`config.mk`:
```
export PLATFORM = sky130hd
export DESIGN_NAME = reg_shift_driver_flat
export DESIGN_NICKNAME = d
export VERILOG_FILES = /design/src/rtl/reg_shift_driver_pkg.sv /design/src/rtl/reg_shift_driver_if.sv /design/src/rtl/reg_shift_driver_shift_gap_timer.sv /design/src/rtl/reg_shift_driver.sv /design/src/flat_wrapper.sv
export SDC_FILE = /design/constraint.sdc
export NUM_CORES = 1
export LEC_CHECK = 0
export BUFFER_PORTS_ARGS = -buffer_cell sky130_fd_sc_hd__buf_2
export CORE_MARGIN = 2
export CORE_UTILIZATION = 51
export DETAILED_ROUTE_END_ITERATION = 8
export GPL_TIMING_DRIVEN = 0
export PLACE_DENSITY = 0.76
export REMOVE_ABC_BUFFERS = 1
export SETUP_SLACK_MARGIN = 0.02
export SLEW_MARGIN = 20
export SYNTH_ARGS = -nofsm -noshare
export SYNTH_HDL_FRONTEND = slang
export SYNTH_SLANG_ARGS = --single-unit
```
`constraint.sdc`:
```
create_clock -name clk -period 2.3 [get_ports clk]
set_clock_uncertainty 0.15 [all_clocks]
set_input_delay 0.115 -clock clk [delete_from_list [all_inputs] [get_ports clk]]
set_output_delay 0.115 -clock clk [all_outputs]
set_load 0.005 [all_outputs]
```
`src/rtl/reg_shift_driver_pkg.sv`:
```
// reg_shift_pkg: shared states, direction codes and gap counter width for reg_shift_driver
package reg_shift_pkg;
  typedef enum logic [2:0] {IDLE, CLEAR, SHIFT, WAIT, DONE} state_t;
  localparam logic DIR_RIGHT = 1'b0;
  localparam logic DIR_LEFT = 1'b1;
  localparam int GAP_W = 4;
endpackage

```
`src/rtl/reg_shift_driver_if.sv`:
```
// reg_shift_driver_if: word handshake from the command source into reg_shift_driver
interface reg_shift_driver_if #(parameter int WIDTH = 4);
  logic in_valid;
  logic in_ready;
  logic in_dir;
  logic abort;
  logic [WIDTH-1:0] in_data;
  modport master(output in_valid, in_data, in_dir, abort, input in_ready);
  modport slave(input in_valid, in_data, in_dir, abort, output in_ready);
endinterface

```
`src/rtl/reg_shift_driver_shift_gap_timer.sv`:
```
// shift_gap_timer: loads GAP-1 on entry to WAIT and flags expiry on the last idle cycle
module shift_gap_timer import reg_shift_pkg::*; #(parameter int GAP = 1) (
  input  logic clk,
  input  logic rst_n,
  input  logic load,
  output logic expired
);
  logic [GAP_W-1:0] cnt;
  always_ff @(posedge clk or negedge rst_n)
    if (!rst_n) cnt <= '0;
    else if (load) cnt <= GAP_W'(GAP - 1);
    else if (cnt != '0) cnt <= cnt - GAP_W'(1);
  assign expired = cnt == '0;
endmodule

```
`src/rtl/reg_shift_driver.sv`:
```
// reg_shift_driver: serialises a handshaked word onto sr/ir or sl/il shift strobes
// REG_SHIFT_DRIVER_CLEAR_EN adds a one-cycle cl strobe before the first shift
module reg_shift_driver import reg_shift_pkg::*; #(
  parameter int WIDTH = 4,
  parameter int GAP = 0
) (
  input  logic clk,
  input  logic rst_n,
  reg_shift_driver_if.slave bus,
  output logic cl,
  output logic sr,
  output logic ir,
  output logic sl,
  output logic il,
  output logic busy,
  output logic done
);
  localparam int CW = $clog2(WIDTH + 1);
`ifdef REG_SHIFT_DRIVER_CLEAR_EN
  localparam state_t FIRST = CLEAR;
`else
  localparam state_t FIRST = SHIFT;
`endif
  state_t state, nstate;
  logic [WIDTH-1:0] shreg, src;
  logic [CW-1:0] cnt;
  logic dir_q, sdir, hs, launch, expired;
  assign hs = bus.in_valid && state == IDLE;
  assign bus.in_ready = state == IDLE;
  assign busy = state != IDLE;
  // the first strobe launches straight from the handshake, before the word is latched
  assign src = state == IDLE ? bus.in_data : shreg;
  assign sdir = state == IDLE ? bus.in_dir : dir_q;
  assign launch = nstate == SHIFT;
  generate
    if (GAP > 0) begin : g_gap
      shift_gap_timer #(.GAP(GAP)) u_timer (
        .clk(clk),
        .rst_n(rst_n),
        .load(state == SHIFT && nstate == WAIT),
        .expired(expired)
      );
    end else begin : g_nogap
      assign expired = 1'b1;
    end
  endgenerate
  always_comb begin
    nstate = state;
    case (state)
      IDLE:  nstate = hs ? FIRST : IDLE;
      CLEAR: nstate = bus.abort ? IDLE : SHIFT;
      SHIFT: nstate = bus.abort ? IDLE : cnt == CW'(WIDTH) ? DONE : GAP > 0 ? WAIT : SHIFT;
      WAIT:  nstate = bus.abort ? IDLE : expired ? SHIFT : WAIT;
      default: nstate = IDLE;
    endcase
  end
  always_ff @(posedge clk or negedge rst_n)
    if (!rst_n) begin
      state <= IDLE;
      shreg <= '0;
      cnt <= '0;
      dir_q <= DIR_RIGHT;
      sr <= 1'b0;
      ir <= 1'b0;
      sl <= 1'b0;
      il <= 1'b0;
      done <= 1'b0;
    end else begin
      state <= nstate;
      done <= nstate == DONE;
      sr <= launch && sdir == DIR_RIGHT;
      ir <= launch && sdir == DIR_RIGHT && src[0];
      sl <= launch && sdir == DIR_LEFT;
      il <= launch && sdir == DIR_LEFT && src[WIDTH-1];
      if (hs) dir_q <= bus.in_dir;
      shreg <= launch ? (sdir == DIR_RIGHT ? src >> 1 : src << 1) : hs ? bus.in_data : shreg;
      cnt <= launch ? (state == IDLE ? CW'(1) : cnt + CW'(1)) : hs ? '0 : cnt;
    end
`ifdef REG_SHIFT_DRIVER_CLEAR_EN
  always_ff @(posedge clk or negedge rst_n)
    if (!rst_n) cl <= 1'b0;
    else cl <= nstate == CLEAR;
`else
  assign cl = 1'b0;
`endif
endmodule

```
`src/flat_wrapper.sv`:
```
// flat-port wrapper written by rule: the top's interface ports become plain ports
module reg_shift_driver_flat import reg_shift_pkg::*;
#(
  parameter int WIDTH = 4,
  parameter int GAP = 0
)
  (clk, rst_n, cl, sr, ir, sl, il, busy, done, bus_in_valid, bus_in_data, bus_in_dir, bus_abort, bus_in_ready);
  reg_shift_driver_if #(.WIDTH(WIDTH)) bus_i ();
  input  logic clk;
  input  logic rst_n;
  output logic cl;
  output logic sr;
  output logic ir;
  output logic sl;
  output logic il;
  output logic busy;
  output logic done;
  input wire logic [$bits(bus_i.in_valid)-1:0] bus_in_valid;
  input wire logic [$bits(bus_i.in_data)-1:0] bus_in_data;
  input wire logic [$bits(bus_i.in_dir)-1:0] bus_in_dir;
  input wire logic [$bits(bus_i.abort)-1:0] bus_abort;
  output wire logic [$bits(bus_i.in_ready)-1:0] bus_in_ready;
  assign bus_i.in_valid = bus_in_valid;
  assign bus_i.in_data = bus_in_data;
  assign bus_i.in_dir = bus_in_dir;
  assign bus_i.abort = bus_abort;
  assign bus_in_ready = bus_i.in_ready;
  reg_shift_driver #(.WIDTH(WIDTH), .GAP(GAP)) u_core (.clk(clk), .rst_n(rst_n), .bus(bus_i), .cl(cl), .sr(sr), .ir(ir), .sl(sl), .il(il), .busy(busy), .done(done));
endmodule
```
======== Word level (Yosys, flattened, before mapping) ========
Index checks and enable logic that the tools add are counted.
operators by class
  add/sub/neg operators ................... 1
  eq/ne operators ......................... 6
  mux-type cells .......................... 13
  bitwise logic cells ..................... 1
  reduce and logical (&&, ||, !) cells .... 9
operators with widths
  operator                                        count
  2-to-1 mux 4 bit                                4
  2-to-1 mux 3 bit                                5
  == test 3 x 2 -> 1 bit (second input constant)  3
  one-hot mux 3 bit (3 select lines)              1
  == test 3 bit (second input constant)           2
  logical AND 1 bit                               5
  2-to-1 mux 2 bit                                2
  adder 3 x 1 -> 3 bit (second input constant)    1
  == test 3 x 1 -> 1 bit (second input constant)  1
  zero test 3 bit                                 1
  nonzero test 3 bit                              1
  nonzero test 2 bit                              1
  OR reduction 2 bit                              1
  2-to-1 mux 1 bit                                1
  NOT 1 bit                                       1
storage, ports and cells
  register bits ........................... 16
  bits of input ports ..................... 9
  output and inout bits ................... 8
  logic and storage cells ................. 39

======== Longest topological paths before layout ========
  word-level depth ........................ 7
  depth in mapped cells ................... 8
  gate-level depth less buffers ........... 7

======== Worst setup path before layout ========
No wires, ideal clock.
  path type ............................... register -> register
  from .................................... register u_core.cnt[0]
  to ...................................... register u_core.shreg[1]
  library setup time ...................... 0.125 ns
  arrival time ............................ 1.523 ns
  required time ........................... 2.025 ns
  setup slack ............................. 0.501 ns
  cell stages (with the launch flop) ...... 9
  buffers on the path ..................... 1
  period minus slack after synthesis ...... 1.799 ns
  path through ............................ dfrtp_1 > inv_1 > ha_1 > a21oi_1 > mux2i_2 > or2_1 > buf_6 > inv_4 > mux2_4
on the way
  cells in the longest elaborated chain, start to end .. 6
  elaborated cells between the ends (all ways) .. 7
  those cells by class .................... 2 x eq/ne; 4 x mux; 1 x reduce/logical
ends and longest elaborated chain
  item                                                    RTL line                RTL
  from (decl)                                             reg_shift_driver.sv:26  logic [CW-1:0] cnt;
  from (signal assigned)                                  reg_shift_driver.sv:77  cnt <= launch ? (state == IDLE ? CW'(1) : cnt + CW'(1)) : hs ? '0 : cnt;
  == test 3 bit *                                         reg_shift_driver.sv:52  SHIFT: nstate = bus.abort ? IDLE : cnt == CW'(WIDTH) ? DONE : GAP > 0 ? WAIT : SHIFT;
  2-to-1 mux 3 bit * (2 in a row)                         reg_shift_driver.sv:52
  one-hot mux 3 bit (3 select lines) *                    reg_shift_driver.sv:49  case (state)
  via u_core.nstate[1]                                    reg_shift_driver.sv:24  state_t state, nstate;
  == test 3 x 2 -> 1 bit *                                reg_shift_driver.sv:34  assign launch = nstate == SHIFT;
  2-to-1 mux 4 bit or nonzero test 2 bit (tied branches)  -
  to (signal assigned)                                    reg_shift_driver.sv:76  shreg <= launch ? (sdir == DIR_RIGHT ? src >> 1 : src << 1) : hs ? bus.in_data : shreg;
  to (decl)                                               reg_shift_driver.sv:25  logic [WIDTH-1:0] shreg, src;
Mark *: on every way through the listed nets, which the timed path passes. The rest lies on a longest branch.
A chain may end at the register's enable or synchronous reset.

======== Worst setup path after layout ========
  from .................................... register u_core.state[2]
  to ...................................... register u_core.shreg[0]
on the way
  cells in the longest elaborated chain, start to end .. 6
  elaborated cells between the ends (all ways) .. 14
  those cells by class .................... 4 x eq/ne; 6 x mux; 4 x reduce/logical
ends and longest elaborated chain
  item                                                    RTL line                RTL
  from (decl)                                             reg_shift_driver.sv:24
  from (signal assigned)                                  reg_shift_driver.sv:69  state <= nstate;
  zero test 3 bit                                         -
  logical AND 1 bit                                       reg_shift_driver.sv:28  assign hs = bus.in_valid && state == IDLE;
  2-to-1 mux 2 bit                                        reg_shift_driver.sv:50  IDLE: nstate = hs ? FIRST : IDLE;
  one-hot mux 3 bit (3 select lines)                      reg_shift_driver.sv:49
  == test 3 x 2 -> 1 bit                                  reg_shift_driver.sv:34
  2-to-1 mux 4 bit or nonzero test 2 bit (tied branches)  -
Several ways; a longest one is shown, not always the timed one.

==> results.yml <==
global_route:
  grt_pass1_vias: 492
  grt_max_degree: 16
  grt_usage_pct: 16.8
  grt_first_pass_wirelength_mm: 2.20
  grt_overflow: 0
  grt_antenna_before_repair: 0
logic_synthesis:
  synth-adder-area-share_pct: 3.32
  synth_most_common_cell: "dfrtp_1"
  netlist_area_um2: 753
  synth_compound_area_share_pct: 10.3
  synthXorXnorAreaFrac_pct: 0
  postSynthCellCount: 69
  seq_area_frac_synth_pct: 49.8
  post-synth-top-area-cell: "dfrtp_1"
  ys.flop_type: "dfrtp_1"
  synth_top_area_share_pct: 49.8
  synth-simple-area-share_pct: 12.1
  synth_area_per_cell_um2: 10.9
  synth_mux_area_share_pct: 18.1
  yosys_warnings: 0
  synth-seq-cells: 15
  ys_top_cells_by_count: "dfrtp_1 (15), mux2i_1 (7), nor2_1 (6)"
  synth.distinct_cells: 22
  synth_edf_count: 0
  async_flop_share_pct: 100
  synthTopCellsByArea: "dfrtp_1 (50%), mux2i_1 (9.3%), mux2_4 (4.0%)"
  synth_top_family_by_area: "multiplexers"
cts:
  cts_buffers: 3
  cts_buffer_depth: 2
  cts_tree: "built"
  post_cts_resized: 0
  cts.sinks: 15
  hold_buffers: 4
  path_clk_slew_ns: 0.09
  htree_levels: 1
  postCtsSetupRepairBufs: 0
  worstSkewPairLatency_ns: 0.28
  root_buffer: "clkbuf_4"
critical_path:
  crit_chain: "nor2_1 > mux2_2 > o31ai_1"
  crit_required_ns: 2.33
  slowest_delay_ns: 0.75
  worstPathMaxFanout: 13
  path_delay_family: "simple AND/OR/NAND/NOR gates"
  path_class: "flop to flop"
  reg2reg_slack_ns: 0.16
  startpoint_type: "flop"
  end_kind: "flop"
  r2r_start: "u_core.state[2]"
  cp.buffers_inverters: 0
  timing.rr.end: "u_core.shreg[0]"
  arrival_ns: 2.17
  rr_worst_depth: 3
  crit_path_top_delay_cell: "nor2_1"
hold_path:
  min_path_cells: 3
  min_from: "bus_in_data[3]"
  hp-class: "primary input to flop"
  whs_endpoint: "u_core.il"
sta:
  slew_headroom_pct: 35.3
  tightest_slew_ns: 0.966
  final-setup-viol-count: 0
  fin_setup_tns_ns: 0
  rsz0062_at_grt: "false"
  layout_min_cycle_time_ns: 2.14
  hold_viol: 0
  drv_slew: 0
  worst_slack_ns: 0.160
  fin_crit_sh_pct: 93.1
  timing.fmax_mhz: 467
final_layout:
  synthToLayoutAreaGrowth_pct: 17.8
  diodes: 0
  fin_util_pct: 66.5
  drive_gt1_share_pct: 28.1
  final_nets: 101
route:
  wire_per_inst_um: 12.7
  ant_nets: 0
  avgViaCountPerCell: 5.16
  vias: 537
  wl_mm: 1.32
  drc: 0
  drt-initial-drc-count: 7
  drt_pass1_iterations: 4
placed_design:
  place_congestion: 0.773
  dp.final_hpwl_um: 902
  io_buffers: 15
  place_ws_ns: 0.247
run:
  drv_cap: 0
floorplan:
  die-area_mm2: 0.00180
  io-pin-count: 17
  fp.dieH_um: 42.4
  fp.dieW_um: 42.4
  core_area_mm2: 0.00133
  initial_utilization_pct: 56.5
  core.rowCount: 13
power_and_ir_drop:
  p_leak_nw: 0.449
  power_density_mw_per_mm2: 911
  ir_worst_vdd_uv: 485
status:
  status: "finished clean"
==> cells by family after synthesis <==
| group | count (synthesis) |
|---|---|
| buf+inv | 7 |
| simple gates | 19 |
| fa+ha+maj | 2 |
| flops | 15 |
| compound gates | 13 |
| mux | 12 |
| other cells | 1 |
==> metal layers <==
layer | share of wire [%] | GRT usage (%) | up-vias
met5 | 0 | 0 | -
met4 | 0.76 | 11.3 | 0
met3 | 3.2 | 3.88 | 2
met2 | 47 | 25.5 | 10
met1 | 48 | 20.9 | 243
li1 | - | - | 282
==> cell usage in the layout (no fill, tap or decap) <==
cell type / n
inv_4: 1
dfrtp_1: 15
o21ai_0: 4
and2_1: 1
mux2i_1: 7
clkbuf_1: 1
nand2_1: 4
or3b_2: 1
conb_1: 1
nor3_1: 4
or2_1: 1
nor2b_1: 2
clkbuf_4: 3
inv_1: 3
o31ai_1: 3
mux2_4: 2
dlygate4sd3_1: 4
buf_2: 15
mux2_2: 2
nor2_1: 6
ha_1: 2
mux2i_2: 1
a211oi_1: 2
a21oi_1: 4
==> worst max-delay path by stage <==
| stage | start | end | slack, ns | depth (start not counted) |
|---|---|---|---|---|
| floorplan | u_core.state[1] | u_core.shreg[0] | 0.40 | 3 |
| global placement | u_core.state[2] | u_core.shreg[0] | 0.27 | 3 |
| detailed placement | u_core.state[2] | u_core.shreg[0] | 0.25 | 3 |
| CTS | u_core.state[2] | u_core.shreg[0] | 0.17 | 3 |
| global route | u_core.state[2] | u_core.shreg[0] | 0.06 | 3 |
| finish | u_core.state[2] | u_core.shreg[0] | 0.16 | 3 |
==> report_power, final <==
group | internal [mW] | leakage, nW | switching, mW
Sequential | 0.338 | 0.191 | 0.0541
Combinational | 0.137 | 0.243 | 0.131
Clock | 0.0673 | 0.0150 | 0.0810
Total | 0.542 | 0.449 | 0.266
==> registers in the layout (all words and copies together), names as in the netlist <==
name          cells
u_core.cnt        3
u_core.dir_q      1
u_core.done       1
u_core.il         1
u_core.ir         1
u_core.shreg      4
u_core.sl         1
u_core.sr         1
u_core.state      2
==> worst reg2reg max path, stage by stage (launching register included) <==
cell and delay, ns:
dfrtp_1 0.44, nor2_1 0.75, mux2_2 0.45, o31ai_1 0.25
==> final cells by class <==
| type | instances | area, um^2 |
|---|---|---|
| Sequential cell | 15 | 375 |
| Inverter | 4 | 17.5 |
| Fill cell | 93 | 447 |
| Multi-Input combinational cell | 47 | 334 |
| Tap cell | 15 | 18.8 |
| Clock buffer | 4 | 26.3 |
| Timing Repair Buffer | 19 | 115 |
==> through the flow <==
stage | power, mW | hold WS [ns] | cells | cell area [um^2]
5_1_grt | 0.869 | 0.0200 | 104 | 887
6_report | 0.808 | 0.0223 | 104 | 887
3_3_place_gp | 0.653 | -0.123 | 96 | 821
3_5_place_dp | 0.656 | -0.114 | 96 | 821
4_1_cts | 0.820 | 0.00470 | 104 | 887
2_1_floorplan | 0.582 | -0.331 | 66 | 727
Note: power is estimated with default switching activity, not from simulation.
